--- src/rtl/unified_memory_arbiter_pkg.sv ---
// Shared encodings for the unified instruction/data memory arbiter.
// FSM state and transaction-owner codes used by the top and grant logic.
package unified_memory_arbiter_pkg;

  localparam logic [1:0] ST_IDLE      = 2'd0;
  localparam logic [1:0] ST_ISSUE     = 2'd1;
  localparam logic [1:0] ST_WAIT_RESP = 2'd2;

  localparam logic [1:0] OWN_NONE  = 2'd0;
  localparam logic [1:0] OWN_FETCH = 2'd1;
  localparam logic [1:0] OWN_DATA  = 2'd2;

endpackage

--- src/rtl/unified_memory_arbiter_grant_select.sv ---
// Combinational two-requester grant for the unified memory arbiter.
// ARBITER_ROUND_ROBIN_EN selects alternating priority; default is data first.
module arbiter_grant_select
  import unified_memory_arbiter_pkg::*;
(
  input  logic       i_fetch_req,
  input  logic       i_data_req,
  input  logic [1:0] i_last_owner,
  input  logic       i_idle,
  output logic       o_grant_fetch,
  output logic       o_grant_data
);

  logic w_fetch_wins;

`ifdef ARBITER_ROUND_ROBIN_EN
  // On contention fetch wins only if data won last time.
  assign w_fetch_wins = ~i_data_req | (i_last_owner == OWN_DATA);
`else
  logic w_unused;
  assign w_unused = ^i_last_owner;
  // Fixed priority: fetch wins only when data is silent.
  assign w_fetch_wins = ~i_data_req;
`endif

  assign o_grant_fetch = i_idle & i_fetch_req & w_fetch_wins;
  assign o_grant_data  = i_idle & i_data_req & ~(i_fetch_req & w_fetch_wins);

endmodule

--- src/rtl/unified_memory_arbiter.sv ---
// Shares one memory port between instruction fetch and load/store.
// Optional macro ARBITER_ROUND_ROBIN_EN enables alternating grant priority.
module unified_memory_arbiter
  import unified_memory_arbiter_pkg::*;
#(
  parameter int DATA_WIDTH   = 32,
  parameter int ADDRESS_BITS = 32,
  parameter int NUM_BYTES    = DATA_WIDTH / 8
) (
  input  logic                    clock,
  input  logic                    reset,
  input  logic                    fetch_read,
  input  logic [ADDRESS_BITS-1:0] fetch_address,
  output logic                    fetch_ready,
  output logic                    fetch_valid,
  output logic [DATA_WIDTH-1:0]   fetch_data_out,
  output logic [ADDRESS_BITS-1:0] fetch_address_out,
  input  logic                    data_read,
  input  logic                    data_write,
  input  logic [NUM_BYTES-1:0]    data_byte_en,
  input  logic [ADDRESS_BITS-1:0] data_address,
  input  logic [DATA_WIDTH-1:0]   data_wdata,
  output logic                    data_ready,
  output logic                    data_valid,
  output logic [DATA_WIDTH-1:0]   data_rdata,
  output logic [ADDRESS_BITS-1:0] data_address_out,
  output logic                    mem_read,
  output logic                    mem_write,
  output logic [NUM_BYTES-1:0]    mem_byte_en,
  output logic [ADDRESS_BITS-1:0] mem_address,
  output logic [DATA_WIDTH-1:0]   mem_wdata,
  input  logic                    mem_ready,
  input  logic                    mem_valid,
  input  logic [DATA_WIDTH-1:0]   mem_rdata,
  input  logic [ADDRESS_BITS-1:0] mem_address_in
);

  logic [1:0]              r_state;
  logic [1:0]              r_owner;
  logic                    r_read;
  logic                    r_write;
  logic [ADDRESS_BITS-1:0] r_addr;
  logic [NUM_BYTES-1:0]    r_be;
  logic [DATA_WIDTH-1:0]   r_wdata;
  logic                    r_fetch_valid;
  logic                    r_data_valid;
  logic [DATA_WIDTH-1:0]   r_resp_data;
  logic [ADDRESS_BITS-1:0] r_resp_addr;

  logic       w_idle;
  logic       w_data_req;
  logic       w_grant_fetch;
  logic       w_grant_data;
  logic [1:0] w_last_owner;

  assign w_idle     = (r_state == ST_IDLE);
  assign w_data_req = data_read | data_write;

`ifdef ARBITER_ROUND_ROBIN_EN
  logic [1:0] r_last_owner;

  // Remember who won the most recent grant.
  always_ff @(posedge clock or posedge reset) begin
    if (reset) begin
      r_last_owner <= OWN_FETCH;
    end else if (w_grant_data) begin
      r_last_owner <= OWN_DATA;
    end else if (w_grant_fetch) begin
      r_last_owner <= OWN_FETCH;
    end
  end

  assign w_last_owner = r_last_owner;
`else
  assign w_last_owner = OWN_NONE;
`endif

  arbiter_grant_select u_grant (
    .i_fetch_req  (fetch_read),
    .i_data_req   (w_data_req),
    .i_last_owner (w_last_owner),
    .i_idle       (w_idle),
    .o_grant_fetch(w_grant_fetch),
    .o_grant_data (w_grant_data)
  );

  // Latch the granted request, hold it until accepted, route the reply.
  always_ff @(posedge clock or posedge reset) begin
    if (reset) begin
      r_state       <= ST_IDLE;
      r_owner       <= OWN_NONE;
      r_read        <= 1'b0;
      r_write       <= 1'b0;
      r_addr        <= '0;
      r_be          <= '0;
      r_wdata       <= '0;
      r_fetch_valid <= 1'b0;
      r_data_valid  <= 1'b0;
      r_resp_data   <= '0;
      r_resp_addr   <= '0;
    end else begin
      r_fetch_valid <= 1'b0;
      r_data_valid  <= 1'b0;
      case (r_state)
        ST_IDLE: begin
          if (w_grant_data) begin
            r_read  <= data_read & ~data_write;
            r_write <= data_write;
            r_addr  <= data_address;
            r_be    <= data_byte_en;
            r_wdata <= data_wdata;
            r_owner <= OWN_DATA;
            r_state <= ST_ISSUE;
          end else if (w_grant_fetch) begin
            r_read  <= 1'b1;
            r_write <= 1'b0;
            r_addr  <= fetch_address;
            r_be    <= '1;
            r_wdata <= '0;
            r_owner <= OWN_FETCH;
            r_state <= ST_ISSUE;
          end
        end
        ST_ISSUE: begin
          if (mem_ready) begin
            r_read  <= 1'b0;
            r_write <= 1'b0;
            if (r_write) begin
              r_owner <= OWN_NONE;
              r_state <= ST_IDLE;
            end else begin
              r_state <= ST_WAIT_RESP;
            end
          end
        end
        ST_WAIT_RESP: begin
          if (mem_valid && (mem_address_in == r_addr)) begin
            r_fetch_valid <= (r_owner == OWN_FETCH);
            r_data_valid  <= (r_owner == OWN_DATA);
            r_resp_data   <= mem_rdata;
            r_resp_addr   <= r_addr;
            r_owner       <= OWN_NONE;
            r_state       <= ST_IDLE;
          end
        end
        default: r_state <= ST_IDLE;
      endcase
    end
  end

  assign fetch_ready       = w_grant_fetch;
  assign data_ready        = w_grant_data;
  assign fetch_valid       = r_fetch_valid;
  assign data_valid        = r_data_valid;
  assign fetch_data_out    = r_resp_data;
  assign data_rdata        = r_resp_data;
  assign fetch_address_out = r_resp_addr;
  assign data_address_out  = r_resp_addr;
  assign mem_read          = r_read;
  assign mem_write         = r_write;
  assign mem_byte_en       = r_be;
  assign mem_address       = r_addr;
  assign mem_wdata         = r_wdata;

endmodule

--- config.mk ---
export PLATFORM = sky130hd
export DESIGN_NAME = unified_memory_arbiter
export DESIGN_NICKNAME = d
export VERILOG_FILES = /design/src/rtl/unified_memory_arbiter_pkg.sv /design/src/rtl/unified_memory_arbiter_grant_select.sv /design/src/rtl/unified_memory_arbiter.sv
export SDC_FILE = /design/constraint.sdc
export NUM_CORES = 1
export LEC_CHECK = 0
export CAP_MARGIN = 5
export CORE_MARGIN = 5
export CORE_UTILIZATION = 35
export DETAILED_ROUTE_END_ITERATION = 10
export PLACE_DENSITY = 0.76
export SKIP_CTS_REPAIR_TIMING = 1
export SLEW_MARGIN = 20
export SYNTH_ARGS = -nofsm -noshare
export SYNTH_HDL_FRONTEND = slang
export SYNTH_HIERARCHICAL = 1
export SYNTH_SLANG_ARGS = --single-unit
--- constraint.sdc ---
create_clock -name clock -period 4.46 [get_ports clock]
set_clock_uncertainty 0.1 [all_clocks]
set_input_delay 0.446 -clock clock [delete_from_list [all_inputs] [get_ports clock]]
set_output_delay 0.446 -clock clock [all_outputs]
set_load 0.03 [all_outputs]
# Yosys cells after proc, flatten, opt, wreduce, memory -nomap -nowiden
# Index checks and enable logic that the tools add are counted.
# word_totals
register_bits	140
input_bits	171
out_inout_bits	202
# classes
eq_ne	9
n_mux	27
n_bitwise	10
n_reduce_logical	10
# ops
cell	n
2-to-1 mux 32 bit	4
equality test 32 bit	1
2-to-1 mux 2 bit	8
case mux 2 bit (3 select lines)	2
2-to-1 mux 1 bit	9
2-to-1 mux 4 bit	2
bitwise AND 1 bit	6
!= test 2 bit, second input constant	3
AND reduction 3 bit	2
AND reduction 5 bit	1
equality test 2 x 1 -> 1 bit, second input constant	2
equality test 2 bit, second input constant	2
case mux 1 bit (2 select lines)	2
AND reduction 2 bit	2
nonzero test 2 bit	2
!= test 3 bit, second input constant	1
inverter 1 bit	3
nonzero test 3 bit	1
zero test 2 bit	1
logical AND 1 bit	1
OR 1 bit	1

# Longest topological paths before layout
# depth
depth_word	7
ltp_mapped	9
depth_no_buf	9

# By module
# Netlist, hierarchy kept.
# by_module_without_submodules
module	n_inst	cells_per_inst	area_per_inst_um2	seq_area_each_um2
unified_memory_arbiter	1	515	6461.2	3503.4
arbiter_grant_select	1	2	16.3	0.0

# Worst setup path after synthesis
# Ideal clock, no wire load.
# synth_timing
kind	register to register
start	register r_state[0]
end	register r_be[0], in the netlist mem_byte_en[0]
setup_time_ns	0.121
t_arrival_ns	2.135
t_required_ns	4.239
slack_ns	2.104
path_stages_with_launch	8
synth_period_minus_slack_ns	2.356
cell_sequence	dfrtp_1 > inv_1 > ha_1 > and2_2 > clkbuf_1 > clkbuf_1 > nand2_1 > o22a_1
# synth_between
elab_chain_cells	5
elab_cells_between_ends	8
classes_between	mux: 1; bitwise: 4; reduce/logical: 3
# synth_rtl
item	line_no	text
start, declared	unified_memory_arbiter.sv:38	logic [1:0] r_state;
start signal, assigned	unified_memory_arbiter.sv:90	r_state <= ST_IDLE;
start signal, assigned	unified_memory_arbiter.sv:113	r_state <= ST_ISSUE;
start signal, assigned	unified_memory_arbiter.sv:121	r_state <= ST_ISSUE;
zero test 2 bit (*)	unified_memory_arbiter.sv:56	assign w_idle = (r_state == ST_IDLE);
via w_idle	unified_memory_arbiter.sv:50	logic w_idle;
bitwise AND 1 bit (*) (2 in series)	unified_memory_arbiter_grant_select.sv:27	assign o_grant_data = i_idle & i_data_req & ~(i_fetch_req & w_fetch_wins);
via data_ready	unified_memory_arbiter.sv:23	output logic data_ready,
nonzero test 2 bit (no source line)	n/a	
AND reduction 2 bit (no source line)	n/a	
end signal, assigned	unified_memory_arbiter.sv:110	r_be <= data_byte_en;
end, declared	unified_memory_arbiter.sv:43	logic [NUM_BYTES-1:0] r_be;
# The timed path passes the listed nets; every way through them passes the cells marked *.
# A chain may end at the register's enable or synchronous reset.

# Final worst setup path
# layout_timing
start	register r_state[1]
end	output data_ready
# layout_between
elab_chain_cells	3
# layout_rtl
item	line_no
zero test 2 bit	unified_memory_arbiter.sv:56
via w_idle	unified_memory_arbiter.sv:50
bitwise AND 1 bit (2 in series)	unified_memory_arbiter_grant_select.sv:27
end, declared	unified_memory_arbiter.sv:23
# The timed path passes the listed nets, and every way through them passes these cells.

==> flow_summary_export.csv <==
group,metric,value,unit
pwr,p_leak,4.58,nW
cells_and_area,nets,1000,
routing,detail-route-antenna-nets,0,
setup_path,reg2reg_setup_slack,1.48,ns
run,cap_violations,0,
cells_and_area,syn2layout_area_growth,62.6,%
clock_tree,cts.sinks,140,
yosys,syn-num-nets,690,
sta,max_freq,325,MHz
pwr,powerDensity,557,mW/mm^2
cells_and_area,final_layout_size_suffix_gt1_share,13.1,%
setup_path,crit_fanout,15,
routing,vias_per_cell,4.70,
grt,grt_pass1_wl,32100,um
routing,dr_total_vias,5022,
sta,slew_headroom,48.4,%
grt,antenna_found_initial,2,
yosys,ys_warn_count,6,
setup_path,r2r_cells,7,
yosys,syn_area,0.00647,sq mm
sta,setup_viol_count_final,0,
die,io_pins,373,
yosys,syn-instance-count,516,
pwr,peakVddDrop,0.405,mV
grt,track_usage,19.4,%
routing,wl_per_cell,19.7,um
die,start_util,35.8,%
sta,post-route-period-util,69.0,%
worst_hold_path,hold_path_end,"data_valid",
setup_path,cp.required,3.91,ns
die,chipHeight,146,um
sta,finalSetupTns,0,ns
setup_path,reg2reg_from,"mem_address[2]",
place,gp_congestion,0.773,
sta,timing.final.ws_setup,1.38,ns
place,hpwl,16500,um
setup_path,cp-end-kind,"output pin",
sta,finalHoldViolCount,0,
die,die_w,146,um
clock_tree,cts_buffer_depth,2,
grt,grt_max_degree,86,
worst_hold_path,hp-start,"r_owner[0]",
grt,overflow,0,
clock_tree,clock_latency,0.41,ns
routing,routed_wl,21100,um
setup_path,critPathLaunchType,"flop",
sta,rsz0062_at_grt,"false",
die,coreArea,0.0181,sq mm
routing,drt_iter0_drc,127,
place,pre_cts_ws,1.02,ns
die,std_cell_rows,49,
sta,worstMarginPinSlew,0.774,ns
clock_tree,cts_tree,"built",
die,dieArea,0.0213,sq mm
run_status,outcome,"finished, final reports clean",
clock_tree,htree_levels,4,
setup_path,r2r-end,"data_rdata[12]",
routing,drc,0,
clock_tree,cts_made_buffers,17,
sta,whs,0.363,ns
setup_path,critPathArrivalTime,2.53,ns
clock_tree,cts_root_buf,"clkbuf_16",
yosys,avgSynthCellArea,12.5,sq um
grt,grt_pass1_vias,5440,
worst_hold_path,worstHoldPathCells,1,
worst_hold_path,min_path_type,"flop to flop",
clock_tree,clk_pin_slew,0.06,ns
sta,slew_violations,0,
sta,period_needed,3.08,ns
routing,dr.pass1.iters,4,
place,port_buffers,372,
setup_path,critical_path_class,"flop to output pin",
## power by group
group	switching [mW]	internal, mW
clock	0.560	0.883
combinational	1.40	1.13
sequential	0.295	1.60
## stage by stage
stage          cells  cell area, sq um  util (%)  power, mW
2_1_floorplan    516              6470         -       3.34
3_3_place_gp    1036              9920      54.9       4.43
3_5_place_dp    1036              9920      54.9       4.47
4_1_cts         1068             10500      58.2       5.94
5_1_grt         1069             10500      58.2       6.18
6_report        1069             10500      58.2       5.87
## worst max path at each step
stage | start | end | depth (start not counted)
floorplan | reset | data_address_out[0] | 1
global placement | mem_address_in[2] | data_rdata[12] | 8
detailed placement | mem_address_in[29] | data_rdata[12] | 8
CTS | r_state[0] | data_ready | 4
global route | r_state[1] | data_ready | 4
finish | r_state[1] | data_ready | 4
## layout make-up
type                            instances  area, sq um
Inverter                               10         42.5
Clock buffer                           19          433
Antenna cell                            1         2.50
Sequential cell                       140         3500
Multi-Input combinational cell        278         2310
Fill cell                            1558         7560
Clock inverter                         13          168
Tap cell                              229          287
Timing Repair Buffer                  379         3780
## metal layers
| layer | up-vias | track usage [%] | part of all wire, % |
|---|---|---|---|
| li1 | 2376 | - | - |
| met5 | - | 0 | 0.043 |
| met4 | 2 | 5.88 | 1.4 |
| met1 | 2384 | 22.3 | 38 |
| met2 | 239 | 34.7 | 52 |
| met3 | 21 | 6.23 | 8.0 |
## worst max-delay path: stages (launching register included)
cell and delay [ns]:
dfrtp_1 0.38, inv_1 0.10, ha_1 0.35, and2_2 0.51, clkdlybuf4s50_1 0.77
## cells in the final DEF, fill, tap and decap left out, drive strengths merged, types with 2 or more instances in the layout
cell	count
and2	3
xnor2	23
nand2	36
xor2	4
mux2i	34
dfrtp	140
nand2b	2
a22o	32
mux2	66
clkinv	3
bufinv	3
clkbuf	19
ha	3
inv	12
nor3b	3
nor2	5
a21o	2
o21ai	36
o22ai	2
buf	7
clkinvlp	5
o22a	4
nand4	8
clkdlybuf4s50	372
## state kept, by name, summed over array words and instances, names as in the netlist
| name | count |
|---|---|
| data_address_out | 32 |
| data_rdata | 32 |
| data_valid | 1 |
| fetch_valid | 1 |
| mem_address | 32 |
| mem_byte_en | 4 |
| mem_read | 1 |
| mem_wdata | 32 |
| mem_write | 1 |
| r_owner | 2 |
| r_state | 2 |
No activity file was read; power rests on OpenSTA's default activity.
